File: src/rtl/pipelined_approx_adder.sv
// pipelined_approx_adder
//   Two-stage pipelined N-bit unsigned adder with exact or lower-part-OR
//   approximate mode, valid/ready handshake on both sides and optional
//   hardware error statistics.
//
//   Optional feature macro: APPROX_ERR_STATS_EN
//     defined   : exact reference path, err_dist and err_count implemented
//     undefined : err_dist and err_count tied to 0, err_clear ignored
//
// Parameters
//   N    operand width (>= 2)
//   K    number of approximated LSBs (0..N)
//   ERRW width of the saturating error counter
//
// Ports
//   clk        rising-edge clock
//   rst        asynchronous active-high reset
//   in_valid   operand pair present          in_ready  operands accepted this cycle
//   a, b       unsigned operands             mode      0 = exact, 1 = approximate
//   out_valid  result present                out_ready downstream accepts result
//   total      N+1 bit sum incl. carry-out
//   err_dist   |exact - total| of the current output
//   err_count  saturating count of consumed approximate results with error
//   err_clear  synchronous clear of err_count (wins over an increment)
module pipelined_approx_adder #(
    parameter int N    = 8,
    parameter int K    = 4,
    parameter int ERRW = 16
) (
    input  logic            clk,
    input  logic            rst,
    input  logic            in_valid,
    output logic            in_ready,
    input  logic [N-1:0]    a,
    input  logic [N-1:0]    b,
    input  logic            mode,
    output logic            out_valid,
    input  logic            out_ready,
    output logic [N:0]      total,
    output logic [N:0]      err_dist,
    output logic [ERRW-1:0] err_count,
    input  logic            err_clear
);

    // Bit masks selecting the approximated low part, the exact upper part,
    // and the top bit of the low part (which feeds the approximate carry).
    // K = 0 makes LO_MASK and LO_TOP zero, so approximate equals exact.
    localparam logic [N-1:0] LO_MASK = {N{1'b1}} >> (N - K);
    localparam logic [N-1:0] HI_MASK = ~LO_MASK;
    localparam logic [N-1:0] LO_TOP  = LO_MASK ^ (LO_MASK >> 1);

    // ---------------- handshake ----------------
    logic s1_valid_q, s1_valid_d;
    logic s2_valid_q, s2_valid_d;
    logic s1_adv, s2_adv;

    assign s2_adv   = !s2_valid_q || out_ready;
    assign s1_adv   = !s1_valid_q || s2_adv;
    assign in_ready = s1_adv;

    // ---------------- stage 1: lower part ----------------
    logic [N:0]   lo_sum;      // exact low-part sum; its carry lands on bit K
    logic [N-1:0] lo_or;
    logic         lo_carry;
    logic         approx_cin;

    assign lo_sum     = {1'b0, a & LO_MASK} + {1'b0, b & LO_MASK};
    assign lo_carry   = lo_sum[K];
    assign approx_cin = |(a & b & LO_TOP);

    generate
        for (genvar gi = 0; gi < N; gi++) begin : g_lo_or
            if (gi < K) begin : g_approx
                assign lo_or[gi] = a[gi] | b[gi];
            end else begin : g_exact
                assign lo_or[gi] = 1'b0;
            end
        end
    endgenerate

    // Upper operands are kept in place (low K bits zero) so the upper sum
    // can be OR-merged with the lower result without any re-alignment.
    logic [N-1:0] s1_a_hi_q, s1_a_hi_d;
    logic [N-1:0] s1_b_hi_q, s1_b_hi_d;
    logic [N-1:0] s1_lo_q,   s1_lo_d;
    logic         s1_cin_q,  s1_cin_d;

    // ---------------- stage 2: upper part ----------------
    logic [N:0] hi_sum;
    logic [N:0] s2_total_q, s2_total_d;

    assign hi_sum     = {1'b0, s1_a_hi_q} + {1'b0, s1_b_hi_q};
    assign s2_total_d = (hi_sum + ((N+1)'(s1_cin_q) << K)) | {1'b0, s1_lo_q};

    always_comb begin
        s1_valid_d = s1_valid_q;
        s1_a_hi_d  = s1_a_hi_q;
        s1_b_hi_d  = s1_b_hi_q;
        s1_lo_d    = s1_lo_q;
        s1_cin_d   = s1_cin_q;
        s2_valid_d = s2_valid_q;
        if (s1_adv) begin
            s1_valid_d = in_valid;
            if (in_valid) begin
                s1_a_hi_d = a & HI_MASK;
                s1_b_hi_d = b & HI_MASK;
                s1_lo_d   = mode ? lo_or : (lo_sum[N-1:0] & LO_MASK);
                s1_cin_d  = mode ? approx_cin : lo_carry;
            end
        end
        if (s2_adv) begin
            s2_valid_d = s1_valid_q;
        end
    end

    always_ff @(posedge clk or posedge rst) begin
        if (rst) begin
            s1_valid_q <= 1'b0;
            s1_a_hi_q  <= '0;
            s1_b_hi_q  <= '0;
            s1_lo_q    <= '0;
            s1_cin_q   <= 1'b0;
            s2_valid_q <= 1'b0;
            s2_total_q <= '0;
        end else begin
            s1_valid_q <= s1_valid_d;
            s1_a_hi_q  <= s1_a_hi_d;
            s1_b_hi_q  <= s1_b_hi_d;
            s1_lo_q    <= s1_lo_d;
            s1_cin_q   <= s1_cin_d;
            s2_valid_q <= s2_valid_d;
            // Only load when a valid item moves in, so a drained stage keeps
            // its last result and a stalled one holds still.
            if (s2_adv && s1_valid_q) begin
                s2_total_q <= s2_total_d;
            end
        end
    end

    assign out_valid = s2_valid_q;
    assign total     = s2_total_q;

    // ---------------- error statistics ----------------
`ifdef APPROX_ERR_STATS_EN
    logic [N-1:0]    s1_exact_lo_q, s1_exact_lo_d;
    logic            s1_exact_c_q,  s1_exact_c_d;
    logic            s1_mode_q,     s1_mode_d;
    logic [N:0]      s2_exact_q,    s2_exact_d;
    logic            s2_mode_q;
    logic [ERRW-1:0] err_count_q,   err_count_d;
    logic            consume;

    assign consume    = s2_valid_q && out_ready;
    assign s2_exact_d = (hi_sum + ((N+1)'(s1_exact_c_q) << K)) | {1'b0, s1_exact_lo_q};

    // The approximate total may fall either side of the exact sum.
    assign err_dist = (s2_exact_q >= s2_total_q) ? (s2_exact_q - s2_total_q)
                                                 : (s2_total_q - s2_exact_q);

    always_comb begin
        s1_exact_lo_d = s1_exact_lo_q;
        s1_exact_c_d  = s1_exact_c_q;
        s1_mode_d     = s1_mode_q;
        if (s1_adv && in_valid) begin
            s1_exact_lo_d = lo_sum[N-1:0] & LO_MASK;
            s1_exact_c_d  = lo_carry;
            s1_mode_d     = mode;
        end
        err_count_d = err_count_q;
        if (err_clear) begin
            err_count_d = '0;
        end else if (consume && s2_mode_q && (err_dist != '0) && (err_count_q != '1)) begin
            err_count_d = err_count_q + ERRW'(1);
        end
    end

    always_ff @(posedge clk or posedge rst) begin
        if (rst) begin
            s1_exact_lo_q <= '0;
            s1_exact_c_q  <= 1'b0;
            s1_mode_q     <= 1'b0;
            s2_exact_q    <= '0;
            s2_mode_q     <= 1'b0;
            err_count_q   <= '0;
        end else begin
            s1_exact_lo_q <= s1_exact_lo_d;
            s1_exact_c_q  <= s1_exact_c_d;
            s1_mode_q     <= s1_mode_d;
            if (s2_adv && s1_valid_q) begin
                s2_exact_q <= s2_exact_d;
                s2_mode_q  <= s1_mode_q;
            end
            err_count_q <= err_count_d;
        end
    end

    assign err_count = err_count_q;
`else
    logic unused_err_clear;

    assign unused_err_clear = err_clear;
    assign err_dist         = '0;
    assign err_count        = '0;
`endif

endmodule
File: config.mk
export PLATFORM = sky130hd
export DESIGN_NAME = pipelined_approx_adder
export DESIGN_NICKNAME = d
export VERILOG_FILES = /design/src/rtl/pipelined_approx_adder.sv
export SDC_FILE = /design/constraint.sdc
export NUM_CORES = 1
export LEC_CHECK = 0
export CORE_ASPECT_RATIO = 1.1
export CORE_UTILIZATION = 44
export DETAILED_ROUTE_END_ITERATION = 6
export GPL_ROUTABILITY_DRIVEN = 0
export PLACE_DENSITY = 0.85
export SYNTH_ARGS = -nofsm -noshare
export SYNTH_HDL_FRONTEND = slang
export SYNTH_SLANG_ARGS = --single-unit
export TNS_END_PERCENT = 20
File: constraint.sdc
create_clock -name clk -period 2 [get_ports clk]
set_input_delay 0.4 -clock clk [delete_from_list [all_inputs] [get_ports clk]]
set_output_delay 0.4 -clock clk [all_outputs]
set_load 0.05 [all_outputs]
# [After elaboration in Yosys (flattened, before gate mapping)]
# Index checks and enable logic that the tools add are counted.
[op_classes] add_sub_neg=3 muxes=2 bitwise=6 reduce_logical=6
[ops] op="$add 8x8->9" count=1
[ops] op="$add 9x5->9" count=1
[ops] op="$or 9x8->9" count=1
[ops] op="$add 4x4->5" count=1
[ops] op="$and 4x4->4" count=1
[ops] op="$mux 4" count=1
[ops] op="$or 1x1->1" count=4
[ops] op="$logic_not 1->1" count=2
[ops] op="$logic_or 1x1->1" count=2
[ops] op="$reduce_and 2->1" count=1
[ops] op="$logic_and 1x1->1" count=1
[ops] op="$mux 1" count=1
[totals] ff_bits=28 in_bits=22 output_inout_bits=36 elab_cells=24

# [Logic depth before layout (Yosys ltp)]
# Gate-level depths: netlist of run 1.
[logic_depth] depth_word=4 depth_mapped=8 depth_no_buf=8

# [Least setup slack after synthesis of run 1]
# No wires, ideal clock.
[synth_timing] kind="register -> register" startpoint="register s1_a_hi_q[4]" endpoint="register s2_total_q[6], in the netlist total[6]" setup_ps=125 arrival_ps=1633 t_required_ps=1875 setup_slack_ps=242 path_stages_with_launch=7 path_buffers=0 synth_period_minus_slack_ps=1758 cell_sequence="dfrtp_1 -> inv_1 -> fa_1 -> inv_1 -> ha_1 -> fa_1 -> mux2_2"
[synth_between] elab_chain_cells=3
[synth_lines] element="from (decl)" line_no="83" rtl="logic [N-1:0] s1_a_hi_q, s1_a_hi_d;"
[synth_lines] element="from (signal assigned)" line_no="127" rtl="s1_a_hi_q <= s1_a_hi_d;"
[synth_lines] element="$add 8x8->9" line_no="92" rtl="assign hi_sum = {1'b0, s1_a_hi_q} + {1'b0, s1_b_hi_q};"
[synth_lines] element="$add 9x5->9" line_no="93" rtl="assign s2_total_d = (hi_sum + ((N+1)'(s1_cin_q) << K)) | {1'b0, s1_lo_q};"
[synth_lines] element="$or 9x8->9" line_no="93"
[synth_lines] element="via s2_total_d[6]" line_no="90" rtl="logic [N:0] s2_total_q, s2_total_d;"
[synth_lines] element="to (signal assigned)" line_no="135" rtl="s2_total_q <= s2_total_d;"
[synth_lines] element="to (decl)" line_no="90"
# The timed path passes the listed nets, and every way through them passes these cells.
# A chain may end at the register's enable or synchronous reset.

# [Final worst setup path of run 1]
[layout_timing] startpoint="register s2_total_q[5], in the netlist total[5]" endpoint="output total[5]"
[layout_rtl] element="to (decl)" line_no="39" rtl="output logic [N:0] total,"
# No word-level cell between the ends.

==> run summary, run 1 <==
DETAILED ROUTING
----------------------------------------------------------------------------------------
Drt total wl                                                                     2.29 mm
DR iter-0 viols                                                                       25
Post-route antenna net violation count                                                 0
DR DRC count                                                                           0
Length of the first detailed-routing pass in iterations                                4
Detailed-route vias per instance                                                    4.34
Detail-routed net length per standard cell                                       10.6 um
Via count of the routed design                                                       938

POWER
----------------------------------------------------------------------------------------
Power Dens Cells                                                            1040 mW/mm^2
Internal power component                                                         1.15 mW
Switching part of the total power                                                  40.3%
Total power of the final layout                                                  1.92 mW
Net Sw Power                                                                    0.776 mW
Leakage                                                                         0.927 nW
Sequential power share                                                             34.5%
Combinational share of power                                                       47.5%
Peak supply drop                                                                0.351 mV
Part of the power in the clock network                                             18.0%

CLOCKING
----------------------------------------------------------------------------------------
Clock tree from TritonCTS                                                           done
Buffer depth of the longest clock path                                                 2
Clock root buffer master                                                    sky130_fd_sc_hd__clkbuf_4
Post CTS Setup Buffer Count                                                            0
Clock network latency to the later pin of the worst-skew pair                    0.31 ns
Worst-path clk slew                                                              0.13 ns
Maximum level of the CTS H-tree                                                        1
Total number of clock tree sinks                                                      24
Clock buffers created by TritonCTS                                                     3

TIMING
----------------------------------------------------------------------------------------
Slew margin rel.                                                                   65.1%
Peak Freq                                                                        523 MHz
Fin Setup TNS                                                                       0 ns
RSZ-0062 raised after global routing                                               false
Tightest Pin Transition                                                         0.522 ns
Final clock period utilization by the worst path                                   95.6%
Worst clock skew                                                              0.00603 ns
Post-layout minimum cycle time                                                   1.91 ns
Least setup slack across all paths after layout                                0.0887 ns
Total of endpoints with negative setup slack in the final report                       0
Final Hold Violating Endpoints                                                         0
Max-slew violation count                                                               0

PLACE
----------------------------------------------------------------------------------------
HPWL after detailed placement                                                    1.76 mm
Input/output buffers                                                                  31
Post-detailed-placement cell area                                           0.00180 mm^2
Worst Setup Slack post-DPL                                                    -0.0750 ns

FINAL LAYOUT
----------------------------------------------------------------------------------------
Area of the multi-input gates                                                   758 um^2
Filler Cells Inserted                                                                314
Layout cells sized above 1                                                         14.3%
Antenna diodes                                                                         0
Summed area of non-filler cells in the final layout                         0.00186 mm^2
# nets final                                                                         208
Synth-to-layout area growth                                                        20.2%
Footprint of the flip-flops and latches                                         601 um^2

YOSYS
----------------------------------------------------------------------------------------
Area of the mapped netlist                                                  0.00155 mm^2
Number of enable-type register cells in the synthesized netlist                        0
Top cell types by occurrence after synthesis                                sky130_fd_sc_hd__buf_4, sky130_fd_sc_hd__dfrtp_1, sky130_fd_sc_hd__inv_1
Syn Area/Cell                                                                  11.4 um^2
Cells after synthesis                                                                136
Largest cells by area after synthesis                                       sky130_fd_sc_hd__dfrtp_1, sky130_fd_sc_hd__buf_4, sky130_fd_sc_hd__ha_1
Prevailing post-synth register cell                                         sky130_fd_sc_hd__dfrtp_1
Unique masters post-synth                                                             27
Synthesis warning total                                                                0
Library cell with the largest summed area after synthesis                   sky130_fd_sc_hd__dfrtp_1
Fraction of the yosys area taken by sequential cells                               38.9%
Cell with the most instances after synthesis                                sky130_fd_sc_hd__buf_4
Area share of the leading cell type in the synthesized netlist                     38.9%
Seq cells post-synth                                                                  24
Synth async-reset ratio                                                             100%

DIE
----------------------------------------------------------------------------------------
CORE AREA                                                                   0.00336 mm^2
I/O pin cnt                                                                           58
Die footprint                                                               0.00375 mm^2
Standard-cell row count                                                               22
Die Span Y                                                                       64.2 um
Initial standard-cell utilization of the core                                      46.0%
Die Span X                                                                       58.5 um

GRT
----------------------------------------------------------------------------------------
Number of antenna violations at the first check in global routing                      0
Global Route Usage Sum                                                             12.1%
Via count of the first global-routing pass                                           802
Remaining Overflow, GRT                                                                0
First-pass GRT wire length                                                       3.46 mm
Largest net degree at the start of global routing                                     25

WORST HOLD PATH
----------------------------------------------------------------------------------------
Hold/Removal Path Class                                                         in2async

WORST SETUP PATH
----------------------------------------------------------------------------------------
Category of cells accounting for the largest share of critical-path delay   buffers and inverters
Max stage delay cell, worst path                                            sky130_fd_sc_hd__clkdlybuf4s50_1
Largest fanout on the critical path                                                    2
Buf+Inv Stages, Crit Path                                                              1
Worst setup SP type                                                             register
Largest stage delay on the critical path                                         0.81 ns
Startpoint-to-endpoint class of the critical path                                reg2out
Data required, critical path                                                     1.60 ns
Cells along the critical path                                               clkdlybuf4s50_1
Data arrival, critical path                                                      1.51 ns
Nature of the critical path endpoint                                          output pin

RUN STATUS
----------------------------------------------------------------------------------------
Outcome                                                                     complete, no violations

JOB
----------------------------------------------------------------------------------------
Count of maximum capacitance violations                                                0

==> what timing repair did <==
action                     in CTS  in global routing
resized for setup               0                  2
hold buffers                    0                  0
setup endpoints to repair       0                  2
==> final cells by class <==
type,count,area share (%)
Clock inverter,1,1.62
Inverter,15,3.03
Multi-Input combinational cell,93,40.8
Timing Repair Buffer,32,17.8
Clock buffer,3,1.21
Tap cell,48,3.23
Sequential cell,24,32.3
==> logic make-up (layout without fill, tap and decap cells) <==
| family | after synthesis | count (layout) | share of synthesized area [%] |
|---|---|---|---|
| xor gates and xnor gates | 4 | 4 | 2.27 |
| muxes | 17 | 17 | 13.1 |
| other | 1 | 25 | 0.243 |
| adders and majority gates | 17 | 17 | 15.2 |
| buffers and inverters | 43 | 51 | 18.1 |
| AOI/OAI and AO/OA | 14 | 14 | 5.02 |
| and+or+nand+nor | 16 | 16 | 7.21 |
| DFF | 24 | 24 | 38.9 |
==> state kept, by name, summed over array words and instances, names as in the netlist <==
register    cells
s1_b_hi_q       4
out_valid       1
s1_lo_q         4
s1_valid_q      1
s1_cin_q        1
total           9
s1_a_hi_q       4
==> placed cells by master (no fill, tap or decap), drive strengths merged <==
cell           count
o31ai              1
mux2i              3
fa                 3
buf                2
o21ai              7
clkdlybuf4s50     29
xor2               3
dfrtp             24
nand2              9
nor2b              1
or2b               1
bufinv             1
clkbuf             3
mux2              14
conb              25
nor3b              1
nor3               1
nand2b             2
nand3b             1
ha                14
dlymetal6s2s       1
xnor2              1
inv               15
a21o               2
a21oi              4
==> per-stage QoR <==
stage          hold WS [ns]  util (%)  std cells
2_1_floorplan         0.415         -        160
3_3_place_gp          0.461      53.6        212
3_5_place_dp          0.470      53.6        212
4_1_cts               0.412      55.2        216
5_1_grt               0.420      55.3        216
6_report              0.402      55.3        216
==> worst paths after layout <==
check,cells past startpoint,slack [ns],startpoint,end
worst max-delay path,1,0.09,total[5],total[5]
worst min-delay path,3,0.40,rst,total[4]
worst max register to register,6,0.10,s1_a_hi_q[4],total[6]
worst min register to register,2,0.49,total[4],total[4]
max in group asynchronous,3,1.37,rst,s1_valid_q
min in group clk,2,0.49,total[4],total[4]
==> power by group through the flow <==
stage               combinational (mW)  sequential, mW  clock (mW)
global placement                 0.886           0.672           0
CTS                              0.917           0.666       0.349
global route                     0.971           0.679       0.372
finish                           0.914           0.664       0.346
floorplan                        0.434           0.925           0
detailed placement               0.907           0.676           0
==> metal layers <==
| layer | up-vias | wire (um) | part of all wire, % | GRT usage (%) |
|---|---|---|---|---|
| li1 | 451 | - | - | - |
| met1 | 446 | 980 | 43 | 14.6 |
| met2 | 39 | 1170 | 51 | 22.1 |
| met3 | 2 | 126 | 5.5 | 2.02 |
| met4 | 0 | 17 | 0.74 | 2.68 |
| met5 | - | 0 | 0 | 0 |
(Power assumes the default switching activity.)
==> inputs of run 2 (changes only) <==
==> constraint.sdc (replaced) <==
create_clock -name clk -period 1.9 [get_ports clk]
set_input_delay 0.38 -clock clk [delete_from_list [all_inputs] [get_ports clk]]
set_output_delay 0.38 -clock clk [all_outputs]
set_load 0.05 [all_outputs]
==> run 2 against run 1 <==
Combinational power increased by 3.2%. Sequential share of layout area rose by 0.35 points. Total power down 4.1%. Cell count fell by 0.46%. Register-to-register slack worse by 0.05 ns. Non-clock buffer count did not move. Global-route usage grew 0.41 points. Largest cell class unchanged. Clock skew down 0.0021 ns.
==> run summary, run 2 (same netlist as run 1, synthesis figures left out) <==
WORST SETUP PATH
--------------------------------------------------------------------------------
Worst setup SP type                                                     register   unchanged
Data required, critical path                                             2.10 ns   was 1.60 ns
Data arrival, critical path                                              2.04 ns   was 1.51 ns
Nature of the critical path endpoint                                    register   was output pin
Startpoint-to-endpoint class of the critical path                        reg2reg   was reg2out
Largest fanout on the critical path                                            2   unchanged

FINAL LAYOUT
--------------------------------------------------------------------------------
# nets final                                                                 208   unchanged
Max reg flops                                                                  9   unchanged
Antenna diodes                                                                 0   unchanged
Most frequent cells in the layout                                   sky130_fd_sc_hd__conb_1, sky130_fd_sc_hd__dfrtp_1, sky130_fd_sc_hd__clkdlybuf4s50_1, sky130_fd_sc_hd__inv_1, sky130_fd_sc_hd__ha_1   was sky130_fd_sc_hd__clkdlybuf4s50_1, sky130_fd_sc_hd__conb_1, sky130_fd_sc_hd__dfrtp_1, sky130_fd_sc_hd__inv_1, sky130_fd_sc_hd__ha_1
Layout cells sized above 1                                                 16.2%   was 14.3%
Most common cell after layout, fill and taps aside                  sky130_fd_sc_hd__conb_1   was sky130_fd_sc_hd__clkdlybuf4s50_1
Synth-to-layout area growth                                                18.9%   was 20.2%
Summed area of non-filler cells in the final layout                 0.00184 mm^2   was 0.00186 mm^2

TIMING
--------------------------------------------------------------------------------
RSZ-0062 raised after global routing                                        true   was false
Peak Freq                                                                541 MHz
Final clock period utilization by the worst path                           97.3%
Max-slew violation count                                                       0   unchanged
Tightest Pin Transition                                                 0.522 ns   about the same
Post-layout minimum cycle time                                           1.85 ns
Final worst hold slack                                                  0.422 ns   was 0.402 ns
Slew margin rel.                                                           65.1%   about the same
Final Hold Violating Endpoints                                                 0   unchanged
Worst clock skew                                                      0.00393 ns   was 0.00603 ns
Total of endpoints with negative setup slack in the final report               0   unchanged

WORST HOLD PATH
--------------------------------------------------------------------------------
Hold/Removal Path Class                                                 in2async   unchanged

CLOCKING
--------------------------------------------------------------------------------
Total number of clock tree sinks                                              24   unchanged
Clock network latency to the later pin of the worst-skew pair            0.30 ns   was 0.31 ns
Total of cells resized after clock tree synthesis                              0   unchanged
Clock buffers created by TritonCTS                                             3   unchanged
Count of hold-fix buffers inserted at cts                                      0   unchanged
Maximum level of the CTS H-tree                                                1   unchanged
Worst-path clk slew                                                      0.12 ns   was 0.13 ns
Clock tree from TritonCTS                                                   done   unchanged
Clock root buffer master                                            sky130_fd_sc_hd__clkbuf_4   unchanged
Post CTS Setup Buffer Count                                                    0   unchanged
Buffer depth of the longest clock path                                         2   unchanged

DIE
--------------------------------------------------------------------------------
Die Span X                                                               58.5 um   unchanged
I/O pin cnt                                                                   58   unchanged
Die footprint                                                       0.00375 mm^2   unchanged
Initial standard-cell utilization of the core                              46.0%   unchanged
CORE AREA                                                           0.00336 mm^2   unchanged
Standard-cell row count                                                       22   unchanged
Die Span Y                                                               64.2 um   unchanged

DETAILED ROUTING
--------------------------------------------------------------------------------
Drt total wl                                                             2.16 mm   was 2.29 mm
DR iter-0 viols                                                               36   was 25
Post-route antenna net violation count                                         0   unchanged
Detailed-route vias per instance                                            4.23   was 4.34
DR DRC count                                                                   0   unchanged
Detail-routed net length per standard cell                               10.0 um   was 10.6 um
Length of the first detailed-routing pass in iterations                        2   was 4
Via count of the routed design                                               909   was 938

GRT
--------------------------------------------------------------------------------
Largest net degree at the start of global routing                             25   unchanged
First-pass GRT wire length                                               3.56 mm   was 3.46 mm
Via count of the first global-routing pass                                   814   was 802
Global Route Usage Sum                                                     12.5%   was 12.1%
Number of antenna violations at the first check in global routing              0   unchanged
Remaining Overflow, GRT                                                        0   unchanged

JOB
--------------------------------------------------------------------------------
Count of maximum capacitance violations                                        0   unchanged

POWER
--------------------------------------------------------------------------------
Power Dens Cells                                                    1000 mW/mm^2   was 1040 mW/mm^2
Leakage                                                                 0.968 nW   was 0.927 nW
Total power of the final layout                                          1.85 mW   was 1.92 mW
Peak supply drop                                                        0.258 mV   was 0.351 mV

PLACE
--------------------------------------------------------------------------------
Input/output buffers                                                          31   unchanged
Post-detailed-placement cell area                                   0.00179 mm^2   was 0.00180 mm^2
HPWL after detailed placement                                            1.71 mm   was 1.76 mm

RUN STATUS
--------------------------------------------------------------------------------
Outcome                                                             complete, no violations   unchanged

run 2: layer usage:
layer	vias to the layer above	share of wire (%)	track usage, %
li1	450	-	-
met1	420	43	15.6
met2	37	50	20.7
met3	2	6.0	2.63
met4	0	0.84	5.36
met5	-	0	0
run 2: worst max-delay path: stages, from the launching register on:
cell	delay, ns
sky130_fd_sc_hd__dfrtp_1	0.36
sky130_fd_sc_hd__inv_1	0.07
sky130_fd_sc_hd__fa_1	0.41
sky130_fd_sc_hd__inv_1	0.11
sky130_fd_sc_hd__ha_4	0.15
sky130_fd_sc_hd__fa_1	0.39
sky130_fd_sc_hd__mux2_2	0.27
run 2: area by class of cell:
cell class                      count  area, um^2
Fill cell                         302        1520
Multi-Input combinational cell     93         768
Sequential cell                    24         601
Timing Repair Buffer               32         330
Tap cell                           48        60.1
Inverter                           15        56.3
Clock buffer                        3        22.5
run 2: report_power, final:
group	leakage, nW	total [mW]	switching, mW	internal, mW
registers	0.281	0.698	0.0657	0.633
clock network	0.0138	0.204	0.130	0.0738
logic	0.673	0.943	0.593	0.351
total	0.968	1.85	0.789	1.06
run 2: per-stage QoR:
stage | std cells | setup TNS, ns | util [%] | setup slack [ns]
after floorplan | 160 | 0 | - | 0.142
after global placement | 212 | -0.218 | 53.3 | -0.0961
after detailed placement | 212 | -0.314 | 53.3 | -0.159
after CTS | 215 | 0 | 54.0 | 0.0105
after global routing | 215 | -0.0176 | 54.7 | -0.0176
final | 215 | 0 | 54.7 | 0.0514
run 2: path summary, 6_finish.rpt:
| check | end | cells after the start | start | slack, ns |
|---|---|---|---|---|
| setup / recovery | total[6] | 6 | s1_a_hi_q[4] | 0.05 |
| max in group asynchronous | s1_lo_q[3] | 3 | rst | 1.25 |
| hold / removal | s1_a_hi_q[6] | 3 | rst | 0.42 |
| hold reg to reg | total[8] | 2 | total[8] | 0.49 |
| setup reg to reg | total[6] | 6 | s1_a_hi_q[4] | 0.05 |
| min in group clk | total[8] | 2 | total[8] | 0.49 |
==> inputs of run 3 (changes only) <==
--- a/config.mk
+++ b/config.mk
@@ -9,7 +9,7 @@
 export CORE_UTILIZATION = 44
 export DETAILED_ROUTE_END_ITERATION = 6
 export GPL_ROUTABILITY_DRIVEN = 0
-export PLACE_DENSITY = 0.85
+export PLACE_DENSITY_LB_ADDON = 0.2
 export SYNTH_ARGS = -nofsm -noshare
 export SYNTH_HDL_FRONTEND = slang
 export SYNTH_SLANG_ARGS = --single-unit
==> run 3 against run 2 <==
Hold slack got worse by 0.025 ns. Total power up 2.7%. Sequential cell count did not move. Clock power increased by 30%. Sequential share of layout area is 0.26 points lower. First-iteration DRC count fell by 25%. Design area increased by 0.82%. Sequential power about the same. Critical path depth down 5. Utilization is 0.45 points higher. Fmax is 0.64% lower. Largest power group unchanged. Highest routed layer unchanged.
==> run summary, run 3 (same netlist as run 1, synthesis figures left out) <==
RUN STATUS
----------------------------------------------------------------------------------------
Outcome                                                                     complete, no violations   unchanged

DIE
----------------------------------------------------------------------------------------
Die Span Y                                                                       64.2 um   unchanged
Standard-cell row count                                                               22   unchanged
CORE AREA                                                                   0.00336 mm^2   unchanged
Die footprint                                                               0.00375 mm^2   unchanged
Die Span X                                                                       58.5 um   unchanged
I/O pin cnt                                                                           58   unchanged
Initial standard-cell utilization of the core                                      46.0%   unchanged

WORST SETUP PATH
----------------------------------------------------------------------------------------
Largest stage delay on the critical path                                         0.80 ns   was 0.41 ns
Worst setup SP type                                                             register   unchanged
Max stage delay cell, worst path                                            sky130_fd_sc_hd__clkdlybuf4s50_1   was sky130_fd_sc_hd__fa_1
Data required, critical path                                                     1.52 ns   was 2.10 ns
Buf+Inv Stages, Crit Path                                                              1   was 2
Reg2reg setup slack                                                              0.07 ns   was 0.05 ns
Category of cells accounting for the largest share of critical-path delay   buffers and inverters   was adder cells
Startpoint-to-endpoint class of the critical path                                reg2out   was reg2reg
FF-to-FF Start                                                              s1_a_hi_q[4]   unchanged
Worst r2r path cells                                                                   6   unchanged
Largest fanout on the critical path                                                    2   unchanged
Data arrival, critical path                                                      1.48 ns   was 2.04 ns
Nature of the critical path endpoint                                          output pin   was register
Cells along the critical path                                               clkdlybuf4s50_1   was inv_1 -> fa_1 -> inv_1 -> ha_4 -> fa_1 -> mux2_2
R2R Path End                                                                    total[6]   unchanged

DETAILED ROUTING
----------------------------------------------------------------------------------------
Detail-routed net length per standard cell                                       9.56 um   was 10.0 um
DR DRC count                                                                           0   unchanged
Post-route antenna net violation count                                                 0   unchanged
Drt total wl                                                                     2.06 mm   was 2.16 mm
DR iter-0 viols                                                                       27   was 36
Length of the first detailed-routing pass in iterations                                4   was 2
Via count of the routed design                                                       908   was 909
Detailed-route vias per instance                                                    4.20   was 4.23

POWER
----------------------------------------------------------------------------------------
Leakage                                                                         0.974 nW   was 0.968 nW
Power Dens Cells                                                            1020 mW/mm^2   was 1000 mW/mm^2
Peak supply drop                                                                0.309 mV   was 0.258 mV

PLACE
----------------------------------------------------------------------------------------
Input/output buffers                                                                  31   unchanged
Post-detailed-placement cell area                                           0.00179 mm^2   about the same
HPWL after detailed placement                                                    1.65 mm   was 1.71 mm

CLOCKING
----------------------------------------------------------------------------------------
Buffer depth of the longest clock path                                                 2   unchanged
Clock network latency to the later pin of the worst-skew pair                    0.32 ns   was 0.30 ns
Worst-path clk slew                                                              0.13 ns   was 0.12 ns
Clock buffers created by TritonCTS                                                     3   unchanged
Post CTS Setup Buffer Count                                                            0   unchanged
Total of cells resized after clock tree synthesis                                      1   was 0
Total number of clock tree sinks                                                      24   unchanged
Clock tree from TritonCTS                                                           done   unchanged
Clock root buffer master                                                    sky130_fd_sc_hd__clkbuf_4   unchanged
Count of hold-fix buffers inserted at cts                                              0   unchanged
Maximum level of the CTS H-tree                                                        1   unchanged

FINAL LAYOUT
----------------------------------------------------------------------------------------
Filler Cells Inserted                                                                314   was 302
Synth-to-layout area growth                                                        19.9%   was 18.9%
Summed area of non-filler cells in the final layout                         0.00185 mm^2   was 0.00184 mm^2
Max reg flops                                                                          9   unchanged
Layout cells sized above 1                                                         16.1%   was 16.2%
Antenna diodes                                                                         0   unchanged
# nets final                                                                         208   unchanged
Final Util                                                                         55.2%   was 54.7%
Most frequent cells in the layout                                           sky130_fd_sc_hd__conb_1, sky130_fd_sc_hd__dfrtp_1, sky130_fd_sc_hd__clkdlybuf4s50_1, sky130_fd_sc_hd__inv_1, sky130_fd_sc_hd__ha_1   unchanged
Most common cell after layout, fill and taps aside                          sky130_fd_sc_hd__conb_1   unchanged

GRT
----------------------------------------------------------------------------------------
First-pass GRT wire length                                                       3.42 mm   was 3.56 mm
Remaining Overflow, GRT                                                                0   unchanged
Number of antenna violations at the first check in global routing                      0   unchanged
Global Route Usage Sum                                                             12.1%   was 12.5%
Via count of the first global-routing pass                                           836   was 814
Largest net degree at the start of global routing                                     25   unchanged

TIMING
----------------------------------------------------------------------------------------
Slew margin rel.                                                                   65.5%   was 65.1%
RSZ-0062 raised after global routing                                               false   was true
Tightest Pin Transition                                                         0.516 ns   was 0.522 ns
Final worst hold slack                                                          0.397 ns   was 0.422 ns
Final Hold Violating Endpoints                                                         0   unchanged
Total of endpoints with negative setup slack in the final report                       0   unchanged
Worst clock skew                                                              0.00900 ns   was 0.00393 ns
Final clock period utilization by the worst path                                   97.9%   was 97.3%
Peak Freq                                                                        538 MHz   was 541 MHz
Post-layout minimum cycle time                                                   1.86 ns   was 1.85 ns
Max-slew violation count                                                               0   unchanged

WORST HOLD PATH
----------------------------------------------------------------------------------------
Hold/Removal Path Class                                                         in2async   unchanged

JOB
----------------------------------------------------------------------------------------
Count of maximum capacitance violations                                                0   unchanged

[run 3: worst max path at each step]
stage,from,to,slack [ns],cells after the start
after floorplan,s1_a_hi_q[4],total[6],0.14,6
after global placement,a[0],s1_cin_q,-0.09,7
after detailed placement,a[0],s1_cin_q,-0.14,7
after CTS,total[4],total[4],0.01,1
after global routing,total[8],total[8],0.003,1
final,total[8],total[8],0.04,1
[run 3: metrics by stage]
step	std cells	power (mW)	setup TNS, ns	worst slack, ns
floorplan	160	1.43	0	0.142
global placement	212	1.63	-0.214	-0.0922
detailed placement	212	1.65	-0.314	-0.136
CTS	216	1.91	0	0.0138
global route	216	2.01	0	0.00269
finish	216	1.90	0	0.0396
[run 3: layer usage]
| metal | global-route usage [%] | vias to the layer above | routed length, um |
|---|---|---|---|
| met5 | 0 | - | 0 |
| met2 | 20.7 | 28 | 1000 |
| met3 | 2.02 | 2 | 86 |
| li1 | - | 454 | - |
| met4 | 6.25 | 0 | 10 |
| met1 | 14.3 | 424 | 965 |
[run 3: layout make-up]
| cell class | instances | area [um^2] | share of cell area [%] |
|---|---|---|---|
| multi-input combinational | 93 | 768 | 41.5 |
| sequential | 24 | 601 | 32.4 |
| timing repair buffer | 32 | 332 | 17.9 |
| tap | 48 | 60.1 | 3.24 |
| inverter | 15 | 56.3 | 3.04 |
| clock buffer | 4 | 36.3 | 1.96 |
[run 3: worst min-delay path, delay by kind of cell]
family | cells | cell delay, ns
buf+inv | 3 | 0.74
[run 3: power by group]
part	total, mW	internal (mW)	switching (mW)
clock	0.265	0.117	0.148
sequential	0.696	0.632	0.0642
combinational	0.934	0.348	0.586
total	1.90	1.10	0.799
